**config.mk**
```make
export PLATFORM = sky130hd
export DESIGN_NAME = mem_wb_stage
export DESIGN_NICKNAME = d
export VERILOG_FILES = /design/src/rtl/mem_wb_stage.sv
export SDC_FILE = /design/constraint.sdc
export NUM_CORES = 1
export LEC_CHECK = 0
export BUFFER_PORTS_ARGS = -buffer_cell sky130_fd_sc_hd__buf_4
export CORE_MARGIN = 5
export CORE_UTILIZATION = 47
export CTS_BUF_LIST = sky130_fd_sc_hd__clkbuf_4 sky130_fd_sc_hd__clkbuf_8 sky130_fd_sc_hd__clkbuf_16
export DETAILED_ROUTE_END_ITERATION = 6
export PLACE_DENSITY = 0.88
export SLEW_MARGIN = 5
export SYNTH_ARGS = -nofsm -noshare
export SYNTH_HDL_FRONTEND = slang
export SYNTH_SLANG_ARGS = --single-unit
export TNS_END_PERCENT = 5
```
**constraint.sdc**
```tcl
create_clock -name clk -period 2.37 [get_ports clk]
set_input_delay 0.237 -clock clk [delete_from_list [all_inputs] [get_ports clk]]
set_output_delay 0.237 -clock clk [all_outputs]
set_load 0.05 [all_outputs]
```
**src/rtl/mem_wb_stage.sv**
```systemverilog
// MEM stage and MEM/WB register: sized loads/stores on a req/ack data port,
// upstream stall while the access is outstanding, registered write-back bundle.
module mem_wb_stage #(
    parameter int ACK_TIMEOUT = 255,
    parameter int TO_W        = 8
) (
    input  logic        clk,
    input  logic        reset,
    input  logic        mem_flush,
    input  logic        RegWrite,
    input  logic        MemtoReg,
    input  logic [1:0]  MemWrite,
    input  logic [1:0]  MemRead,
    input  logic        load_unsigned,
    input  logic [31:0] Aluout,
    input  logic [31:0] busB,
    input  logic [31:0] pc,
    input  logic [4:0]  rd,
    output logic        dm_req,
    output logic        dm_we,
    output logic [3:0]  dm_be,
    output logic [31:0] dm_addr,
    output logic [31:0] dm_wdata,
    input  logic [31:0] dm_rdata,
    input  logic        dm_ack,
    output logic        mem_stall,
    output logic        RegWrite_out,
    output logic        MemtoReg_out,
    output logic [31:0] Aluout_out,
    output logic [31:0] Memdata_out,
    output logic [31:0] pc_out,
    output logic [4:0]  rd_out,
    output logic        misalign_out,
    output logic        buserr_out
);

    typedef enum logic [1:0] {
        S_IDLE,
        S_WAIT,
        S_DONE
    } state_t;

    state_t          state_q, state_d;
    logic [TO_W-1:0] cnt_q, cnt_d;
    logic            berr_q, berr_d;
    logic            drop_q, drop_d;
    logic [31:0]     rdata_q, rdata_d;

    logic        is_store;
    logic        is_load;
    logic        access;
    logic [1:0]  sz;
    logic        misalign;
    logic        go;
    logic        req;
    logic [3:0]  lane_be;
    logic [31:0] wdata;
    logic [7:0]  ld_byte;
    logic [15:0] ld_half;
    logic [31:0] ld_data;

    // A store takes precedence when both request fields are set.
    assign is_store = |MemWrite;
    assign is_load  = |MemRead & ~is_store;
    assign access   = is_store | (|MemRead);
    assign sz       = is_store ? MemWrite : MemRead;
    assign misalign = access &
                      (((sz == 2'b10) & Aluout[0]) |
                       ((sz == 2'b11) & (|Aluout[1:0])));
    assign go       = access & ~misalign & ~mem_flush;

    always_comb begin
        lane_be = 4'b0000;
        wdata   = busB;
        unique case (1'b1)
            sz == 2'b01: begin
                lane_be = 4'b0001 << Aluout[1:0];
                wdata   = {4{busB[7:0]}};
            end
            sz == 2'b10: begin
                lane_be = Aluout[1] ? 4'b1100 : 4'b0011;
                wdata   = {2{busB[15:0]}};
            end
            sz == 2'b11: begin
                lane_be = 4'b1111;
                wdata   = busB;
            end
            default: begin
                lane_be = 4'b0000;
                wdata   = busB;
            end
        endcase
    end

    assign ld_byte = 8'(rdata_q >> {Aluout[1:0], 3'b000});
    assign ld_half = 16'(rdata_q >> {Aluout[1], 4'b0000});

    always_comb begin
        ld_data = rdata_q;
        unique case (1'b1)
            MemRead == 2'b01:
                ld_data = {{24{~load_unsigned & ld_byte[7]}}, ld_byte};
            MemRead == 2'b10:
                ld_data = {{16{~load_unsigned & ld_half[15]}}, ld_half};
            default:
                ld_data = rdata_q;
        endcase
    end

    always_comb begin
        state_d = state_q;
        cnt_d   = cnt_q;
        berr_d  = berr_q;
        drop_d  = drop_q;
        rdata_d = rdata_q;
        req     = 1'b0;
        unique case (state_q)
            S_IDLE: begin
                if (go) begin
                    req    = 1'b1;
                    berr_d = 1'b0;
                    drop_d = 1'b0;
                    cnt_d  = '0;
                    if (dm_ack) begin
                        rdata_d = dm_rdata;
                        state_d = S_DONE;
                    end else begin
                        state_d = S_WAIT;
                    end
                end
            end
            S_WAIT: begin
                req = 1'b1;
                if (mem_flush) drop_d = 1'b1;
                if (dm_ack) begin
                    rdata_d = dm_rdata;
                    state_d = S_DONE;
                end else if (cnt_q == TO_W'(ACK_TIMEOUT)) begin
                    berr_d  = 1'b1;
                    state_d = S_DONE;
                end else begin
                    cnt_d = cnt_q + 1'b1;
                end
            end
            S_DONE: begin
                state_d = S_IDLE;
            end
            default: begin
                state_d = S_IDLE;
            end
        endcase
    end

    always_ff @(posedge clk or negedge reset) begin
        if (!reset) begin
            state_q <= S_IDLE;
            cnt_q   <= '0;
            berr_q  <= 1'b0;
            drop_q  <= 1'b0;
            rdata_q <= '0;
        end else begin
            state_q <= state_d;
            cnt_q   <= cnt_d;
            berr_q  <= berr_d;
            drop_q  <= drop_d;
            rdata_q <= rdata_d;
        end
    end

    // Gated by reset so an abandoned request drops the same instant.
    assign dm_req    = req & reset;
    assign mem_stall = req & reset;
    assign dm_we     = is_store;
    assign dm_be     = dm_req ? lane_be : 4'b0000;
    assign dm_addr   = {Aluout[31:2], 2'b00};
    assign dm_wdata  = wdata;

    logic        rw_d, mtr_d, mis_d, be_d;
    logic [31:0] alu_d, md_d, pc_d;
    logic [4:0]  rd_d;

    always_comb begin
        rw_d  = 1'b0;
        mtr_d = 1'b0;
        mis_d = 1'b0;
        be_d  = 1'b0;
        alu_d = '0;
        md_d  = '0;
        pc_d  = '0;
        rd_d  = '0;
        if (mem_stall | mem_flush) begin
            rw_d = 1'b0;
        end else if (state_q == S_DONE) begin
            if (!drop_q) begin
                rw_d  = RegWrite & ~berr_q;
                mtr_d = MemtoReg;
                alu_d = Aluout;
                md_d  = (is_load & ~berr_q) ? ld_data : 32'h0;
                pc_d  = pc;
                rd_d  = rd;
                be_d  = berr_q;
            end
        end else begin
            rw_d  = RegWrite & ~misalign;
            mtr_d = MemtoReg;
            alu_d = Aluout;
            pc_d  = pc;
            rd_d  = rd;
            mis_d = misalign;
        end
    end

    always_ff @(posedge clk or negedge reset) begin
        if (!reset) begin
            RegWrite_out <= 1'b0;
            MemtoReg_out <= 1'b0;
            Aluout_out   <= '0;
            Memdata_out  <= '0;
            pc_out       <= '0;
            rd_out       <= '0;
            misalign_out <= 1'b0;
            buserr_out   <= 1'b0;
        end else begin
            RegWrite_out <= rw_d;
            MemtoReg_out <= mtr_d;
            Aluout_out   <= alu_d;
            Memdata_out  <= md_d;
            pc_out       <= pc_d;
            rd_out       <= rd_d;
            misalign_out <= mis_d;
            buserr_out   <= be_d;
        end
    end

endmodule
```
==> flow_results.org, run 1 <==
** Status
- The run finished with clean final reports.

** STA
- Worst Tran Pin Value :: 0.8578 ns
- Worst max-slew margin expressed relative to the limit :: 42.81%
- Final setup fails :: 0
- The routed design could run at a clock period as short as 2.360 ns.
- Of the available clock period, the critical path in the final layout requires 99.56%.
- In the post-route analysis, the smallest setup slack over all paths is 0.01039 ns.
- Worst clock skew on the final layout :: 0.01287 ns
- Slew Viols, Final :: 0
- Maximum operating frequency :: 0.4238 GHz
- Hold violation total from the final report :: 0

** Worst setup path
- STA classifies the critical path startpoint as an input port.
- STA classifies the critical path endpoint as a primary output.
- Longest individual stage delay on the worst path :: 0.39 ns
- For the worst setup path, the data required time is 2.13 ns.
- The critical path contains buffers and inverters numbering 3 combined.
- Of all nets on the critical path, the largest fanout is 5.
- WP data arrival :: 2.12 ns
- Category of cells accounting for the largest share of critical-path delay :: compound AO/OA/AOI/OAI gates
- For this design, the slowest cell found on the critical path is sky130_fd_sc_hd__or3_4.
- Walking the worst path, the cells encountered are buf_4 -> inv_1 -> o21ai_1 -> ha_1 -> o21ai_2 -> a41oi_4 -> or3_4 -> nor2_1 -> buf_4.
- Cell mode on critical path :: sky130_fd_sc_hd__buf_4
- Crit path kind :: input port to primary output

** Clock tree
- Number of clock buffers inserted by TritonCTS :: 17
- Number of clock sinks seen by CTS :: 149
- Clk Tree Root Cell :: sky130_fd_sc_hd__clkbuf_16
- CTS tree :: done
- Clock-pin slew was measured on the worst setup and hold paths at 0.06 ns.
- In this run the number of H-tree levels came out at 4.
- In this run the deepest clock path goes through 2 buffers.
- The later pin in the worst-skew pair is clocked with a latency of 0.42 ns.

** Global route
- Vias in the first global route :: 5676
- Entering global routing, the biggest net connects 150 pins.
- The first global-routing pass estimated 30860 microns of wire.
- Global routing finished with a remaining overflow of 0.
- Initial antenna violation count :: 0
- Total routing resource utilization after global routing :: 24.22%

** Synth
- The largest total area in the synthesized netlist belongs to sky130_fd_sc_hd__dfrtp_1.
- Counting flops with a built-in enable in the synthesized netlist gives 0.
- Gate count of the mapped netlist :: 587
- Synth top cells by count :: sky130_fd_sc_hd__dfrtp_1, sky130_fd_sc_hd__and2_1, sky130_fd_sc_hd__buf_4
- Ranked by total cell area, the synthesized netlist is headed by sky130_fd_sc_hd__dfrtp_1, sky130_fd_sc_hd__and2_1, sky130_fd_sc_hd__mux2_2.
- Fraction of registers with async set or reset after synthesis :: 100.0%
- Syn avg cell area :: 11.35 sq um
- Proportion of netlist area held by the largest area contributor :: 55.96%
- In this run, synthesis produced a sequential element count of 149.
- Dominant synthesized flop cell :: sky130_fd_sc_hd__dfrtp_1
- The mapped netlist covers 6663 sq um.
- Summing the sequential cell areas from Yosys gives 55.96% of the chip area.
- Distinct cell type count of the synthesized netlist :: 53
- Library cell with the highest instance count after synthesis :: sky130_fd_sc_hd__dfrtp_1
- For this run, the number of Yosys warnings is 0.

** Final layout
- Net count, final :: 1024
- Proportion of layout cells with a drive suffix above 1 :: 47.46%
- From synthesis to final layout, the design area changed by 44.06%.
- The finished cells cover 9598 sq um.
- 0 antenna diodes ended up in the layout.

** Placement
- Routability cong. :: 0.8702
- Placed Instance Area :: 8995 sq um
- Worst setup slack before clock tree synthesis :: -0.07063 ns
- Input/output buffers :: 317
- HPWL after DPL :: 15770 microns

** Floorplan
- Row count :: 43
- Die Y :: 129.1 microns
- Area of the core :: 13880 sq um
- In this run the horizontal extent of the chip is 129.1 microns.
- Die ar. :: 16660 sq um
- During I/O placement, the number of pins put on the boundary was 320.
- Effective utilization at floorplan :: 48.00%

** Power
- In this run the power density over the cells is 800.9 nW/um^2.
- Leakage power :: 4.822 nW
- VDD sags by at most 0.0006727 V.

** Worst hold path
- The path class of the tightest hold or removal check is input port to flop.

** Drt
- The final route contains 5571 vias.
- Number of detailed-routing iterations run before antenna repair :: 5
- DR vias/cell :: 5.231
- The count of nets left with antenna violations once routing finished came out at 0.
- Routed wire length per instance :: 19.60 microns
- Aggregate routed wire length :: 20870 microns
- Number of DRC violations after detailed routing :: 0
- In this run, the number of DRC markers left after iteration 0 of detailed routing was 340.

** Flow run
- Max capacitance violation total :: 0
-- flip-flops by register name (all words and copies together), names as in the netlist --
name and count:
Aluout_out 32, Memdata_out 32, MemtoReg_out 1, RegWrite_out 1
berr_q 1, buserr_out 1, cnt_q 8, drop_q 1
misalign_out 1, pc_out 32, rd_out 5, rdata_q 32
state_q 2
-- logic make-up (layout without fill, tap and decap cells) --
group	after synthesis	count (layout)	synth area share [%]
AO/OA/AOI/OAI	123	123	12.90
buffers and inverters	80	377	7.230
AND/OR/NAND/NOR	187	187	15.77
flip-flops	149	149	55.96
adder cells (fa/ha/maj)	8	8	1.502
other	1	2	0.05628
multiplexers	39	39	6.573
-- metal layers --
| layer | GRT usage [%] | share of wire [%] | vias up |
|---|---|---|---|
| met3 | 8.780 | 9.8 | 45 |
| met5 | 0 | 0 | - |
| li1 | - | - | 2549 |
| met1 | 29.71 | 38 | 2637 |
| met2 | 38.84 | 48 | 340 |
| met4 | 10.25 | 3.6 | 0 |
-- what timing repair did --
| action | CTS | global route |
|---|---|---|
| pin swaps | 1 | 0 |
| endpoints found under the setup margin | 4 | 13 |
| endpoints found under the hold margin | 27 | 0 |
| resized for setup | 1 | 5 |
| buffers inserted | 1 | 0 |
| hold buffers | 1 | 0 |
-- layout make-up --
cell class	instances	area (sq um)
clock buffers	18	439.2
clock inverters	14	126.4
fillers	1056	4283
inverters	10	37.54
multi-input cells	359	2481
flip-flops and latches	149	3730
well taps	180	225.2
repair buffers	335	2559
-- placed cells by master (no fill, tap or decap), types with 5 or more instances in the layout --
cell type	count
sky130_fd_sc_hd__o2bb2ai_1	9
sky130_fd_sc_hd__mux2_2	34
sky130_fd_sc_hd__o21a_1	18
sky130_fd_sc_hd__a22o_1	8
sky130_fd_sc_hd__clkbuf_16	17
sky130_fd_sc_hd__nand2_1	37
sky130_fd_sc_hd__nand2b_1	10
sky130_fd_sc_hd__buf_4	330
sky130_fd_sc_hd__ha_1	8
sky130_fd_sc_hd__clkinvlp_4	5
sky130_fd_sc_hd__a22oi_1	16
sky130_fd_sc_hd__dfrtp_1	148
sky130_fd_sc_hd__and2_1	71
sky130_fd_sc_hd__o21ai_0	33
sky130_fd_sc_hd__nor2b_1	8
sky130_fd_sc_hd__a21oi_1	18
sky130_fd_sc_hd__nor2_1	21
sky130_fd_sc_hd__nor3_1	5
sky130_fd_sc_hd__and3_1	7
sky130_fd_sc_hd__a31oi_1	7
sky130_fd_sc_hd__inv_1	9
-- per-stage QoR --
step	setup TNS, ns	std cells	utilization [%]	total power [mW]	hold slack, ns
after global routing	-0.04454	1065	69.15	8.022	0.003124
final	0	1065	69.15	7.687	0.02779
after CTS	0	1065	69.03	7.751	0.002102
after detailed placement	-2.125	1031	64.80	5.182	0.4238
after global placement	0	1031	64.80	5.120	0.4224
after floorplan	-2.879	588	-	4.420	-0.05859
-- report_power, final --
part / internal, mW / switching, mW / total (mW)
Sequential: 2.84 / 0.209 / 3.04
Clock: 1.48 / 1.05 / 2.53
Combinational: 0.806 / 1.31 / 2.11
Total: 5.12 / 2.57 / 7.69
-- worst paths after layout --
| path | slack, ns | from | to | cells after the start |
|---|---|---|---|---|
| min in group asynchronous | 0.45 | reset | misalign_out | 3 |
| min | 0.03 | rd[3] | rd_out[3] | 2 |
| max in group asynchronous | 1.21 | reset | pc_out[29] | 3 |
| max | 0.01 | MemWrite[1] | dm_be[0] | 9 |
| min reg2reg | 0.51 | rdata_q[3] | rdata_q[3] | 1 |
| max reg2reg | 0.37 | cnt_q[0] | cnt_q[6] | 6 |
No activity file was read; power rests on OpenSTA's default activity.
==> run 2, diff against run 1 <==
==> constraint.sdc (replaced) <==
create_clock -name clk -period 2.37 [get_ports clk]
set_input_delay 0.474 -clock clk [delete_from_list [all_inputs] [get_ports clk]]
set_output_delay 0.474 -clock clk [all_outputs]
set_load 0.05 [all_outputs]
==> run 2 against run 1 <==
The run now ends with negative setup slack left; die area unchanged; final cell count up 1.3%; clock skew down 0.0063 ns; total power up 3.3%; core utilization up 3.5 points; flip-flop and latch count unchanged; global-route usage down 0.26 points; critical path depth unchanged; critical path type unchanged; largest cell class unchanged; largest power group unchanged.
==> flow_results.org, run 2 (same netlist as run 1, synthesis figures left out) <==
** Drt
- Aggregate routed wire length :: 20520 microns (-1.7%)
- Remaining number of nets flagged by the antenna check after routing :: 0 (unchanged)
- Routed wire length per instance :: 19.02 microns (-3.0%)
- The via count came to 5610 (+0.70%).
- The number of DRC violations after detailed-routing iteration 0 is 299 (-12%).
- The detailed-router iteration count before antenna repair came to 5 (unchanged).
- DR vias/cell :: 5.199 (-0.61%)
- The number of DRC violations after detailed routing is 0 (unchanged).

** Power
- Int Power :: 5.377 mW (+5.0%)
- The peak ir drop on the vdd network was 0.0006316 V (-6.1%).
- The net switching power of the design came to 2.567 mW (about the same).
- Sw Ratio :: 32.32% (-1.1 points)
- Combinational power share :: 28.6% (+1.1 points)
- Part of the total power dissipated in the clock network :: 33.0% (about the same)
- The reported leakage power was 4.993 nW (+3.5%).
- The power density over the cells is 787.4 nW/um^2 (-1.7%).
- The sequential power share came to 38.4% (-1.2 points).

** Placement
- The final HPWL from detailed placement was 15390 microns (-2.4%).
- Input/output buffers :: 317 (unchanged)
- The cell area reported after detailed placement was 9385 sq um (+4.3%).
- The final weighted congestion of routability-driven global placement is 0.9253 (+6.3%).
- Inst Count DP :: 1047 (+1.6%)
- Worst setup slack before clock tree synthesis :: -0.2643 ns (-0.1937 ns)

** Final layout
- The final instance area was 10090 sq um (+5.1%).
- Utilization after layout :: 72.68% (+3.5 points)
- Most frequent cells in the layout :: sky130_fd_sc_hd__buf_4, sky130_fd_sc_hd__dfrtp_1, sky130_fd_sc_hd__and2_1, sky130_fd_sc_hd__nand2_1, sky130_fd_sc_hd__mux2_2
- Proportion of layout cells with a drive suffix above 1 :: 52.17% (+4.7 points)
- Final cell count without fillers :: 1079 (+1.3%)
- Diodes inserted :: 0 (unchanged)
- The layout net count came to 1039 (+1.5%).
- Most frequent standard cell in the layout excluding fill and tap cells :: sky130_fd_sc_hd__buf_4
- Synthesis-to-layout area growth :: 51.42%

** STA
- The number of endpoints with negative hold slack in the final report came to 0 (unchanged).
- The count of pins over their slew limit is 0 (unchanged).
- Final critical-path setup slack :: -0.09036 ns (-0.1007 ns)
- The max-slew headroom at the worst pin was 44.09% (+1.3 points).
- The number of setup violations in the final report is 20 (+20).
- Shortest period the worst path allows :: 2.460 ns (+0.1007 ns)
- The worst clock skew came to 0.006539 ns (-0.006327 ns).
- Maximum operating frequency :: 0.4064 GHz (-4.1%)
- Worst Tran Pin Value :: 0.8386 ns (-0.01918 ns)
- The setup total negative slack is -0.6218 ns (-0.6218 ns).
- The fraction of the cycle the final worst path needs came to 103.8% (+4.3 points).
- Setup repair after global routing missed its margin :: true

** Status
- The flow ran to the end, but the final reports show violations.
- Violations in the final reports :: negative setup slack

** Worst setup path
- WP data arrival :: 1.99 ns (-0.13 ns)
- The top fanout value on the critical path was 4 (-1).
- The worst endpoint required time came to 1.90 ns (-0.23 ns).
- Launching element type of the critical path :: input port
- The setup path with the least slack is of type input port to primary output.
- STA classifies the critical path endpoint as a primary output.

** Floorplan
- Die W :: 129.1 microns (unchanged)
- The total number of placement rows came to 43 (unchanged).
- Top Ports :: 320 (unchanged)
- The initial standard-cell utilization of the core came to 48.00% (unchanged).
- The chip height came to 129.1 microns (unchanged).
- Die ar. :: 16660 sq um (unchanged)
- Area of the core :: 13880 sq um (unchanged)

** Worst hold path
- The min-delay analysis places its worst path in the category input port to async pin.

** Global route
- Vias in the first global route :: 5757 (+1.4%)
- Total routing resource utilization after global routing :: 23.96% (-0.26 points)
- Overflow left after global routing :: 0 (unchanged)
- The number of antenna violations at the first check in global routing is 0 (unchanged).
- First-pass GRT wire length :: 30740 microns (-0.40%)
- The largest net degree at the start of global routing is 150 (unchanged).

** Clock tree
- The clock transition at the registers of the reported paths was 0.06 ns (about the same).
- The total number of clock tree sinks was 149 (unchanged).
- Max Root-Sink Buffers :: 2 (unchanged)
- Level count of the clock H-tree :: 4 (unchanged)
- Clock latency reported for the late side of the worst-skew pair :: 0.41 ns (about the same)
- CTS tree :: done
- Number of clock buffers inserted by TritonCTS :: 17 (unchanged)
- Clk Tree Root Cell :: sky130_fd_sc_hd__clkbuf_16

** Flow run
- The max capacitance violation total was 0 (unchanged).
## run 2: cell types whose count changed in the layout (fill, tap and decap cells not counted), sizes merged
cell | previous run | this run
clkbuf | 18 | 23
buf | 334 | 350
clkinv | 5 | 3
clkinvlp | 5 | 3
inv | 13 | 10
bufinv | 1 | 2
dlygate4sd3 | 1 | 0
## run 2: cell type report
type,instances,area (sq um)
Fill cell,995,3792
Sequential cell,149,3729
Timing Repair Buffer,350,2785
Multi-Input combinational cell,359,2715
Clock buffer,23,483.0
Tap cell,180,225.2
Clock inverter,8,101.3
Inverter,10,50.05
## run 2: metal layers
layer | part of all wire (%) | up-vias | GRT usage, %
li1 | - | 2585 | -
met1 | 39 | 2711 | 29.67
met2 | 51 | 267 | 41.13
met3 | 7.3 | 47 | 5.812
met4 | 2.7 | 0 | 8.400
met5 | 0 | - | 0
## run 2: power by group through the flow
stage	Sequential (mW)	Clock, mW	Combinational, mW
after floorplan	3.37	0	1.14
after global routing	3.09	2.77	2.41
final	3.05	2.62	2.27
after CTS	3.05	2.67	2.27
after detailed placement	3.09	0	2.23
after global placement	3.07	0	2.18
## run 2: critical path, stage by stage
cell and delay [ns]:
sky130_fd_sc_hd__buf_4 0.12, sky130_fd_sc_hd__inv_2 0.08, sky130_fd_sc_hd__o21ai_4 0.08, sky130_fd_sc_hd__ha_2 0.21
sky130_fd_sc_hd__o21ai_4 0.18, sky130_fd_sc_hd__a41oi_4 0.12, sky130_fd_sc_hd__or3_4 0.42, sky130_fd_sc_hd__nor2_4 0.15
sky130_fd_sc_hd__buf_8 0.15
## run 2: final timing paths
path	from	to	slack [ns]	depth (start not counted)
worst min-delay path	reset	rdata_q[26]	0.15	2
worst min register to register	rdata_q[20]	Memdata_out[20]	0.50	1
worst max-delay path	MemRead[1]	dm_be[1]	-0.09	9
worst max register to register	cnt_q[0]	cnt_q[6]	0.36	6
max in group asynchronous	reset	cnt_q[1]	1.53	2
min in group clk	pc[26]	pc_out[26]	0.27	2
## run 2: through the flow
stage	hold WS, ns	total power [mW]
final	0.1509	7.944
after global routing	0.2564	8.260
after CTS	0.2504	7.988
after detailed placement	0.4911	5.322
after global placement	0.4883	5.256
after floorplan	0.1784	4.510
## run 2: repair_timing
action / 4_1_cts / 5_1_grt
setup buffers: 1 / 0
pin swaps: 5 / 0
endpoints found under the setup margin: 30 / 30
resized for setup: 24 / 6
hold buffers: 0 / 0
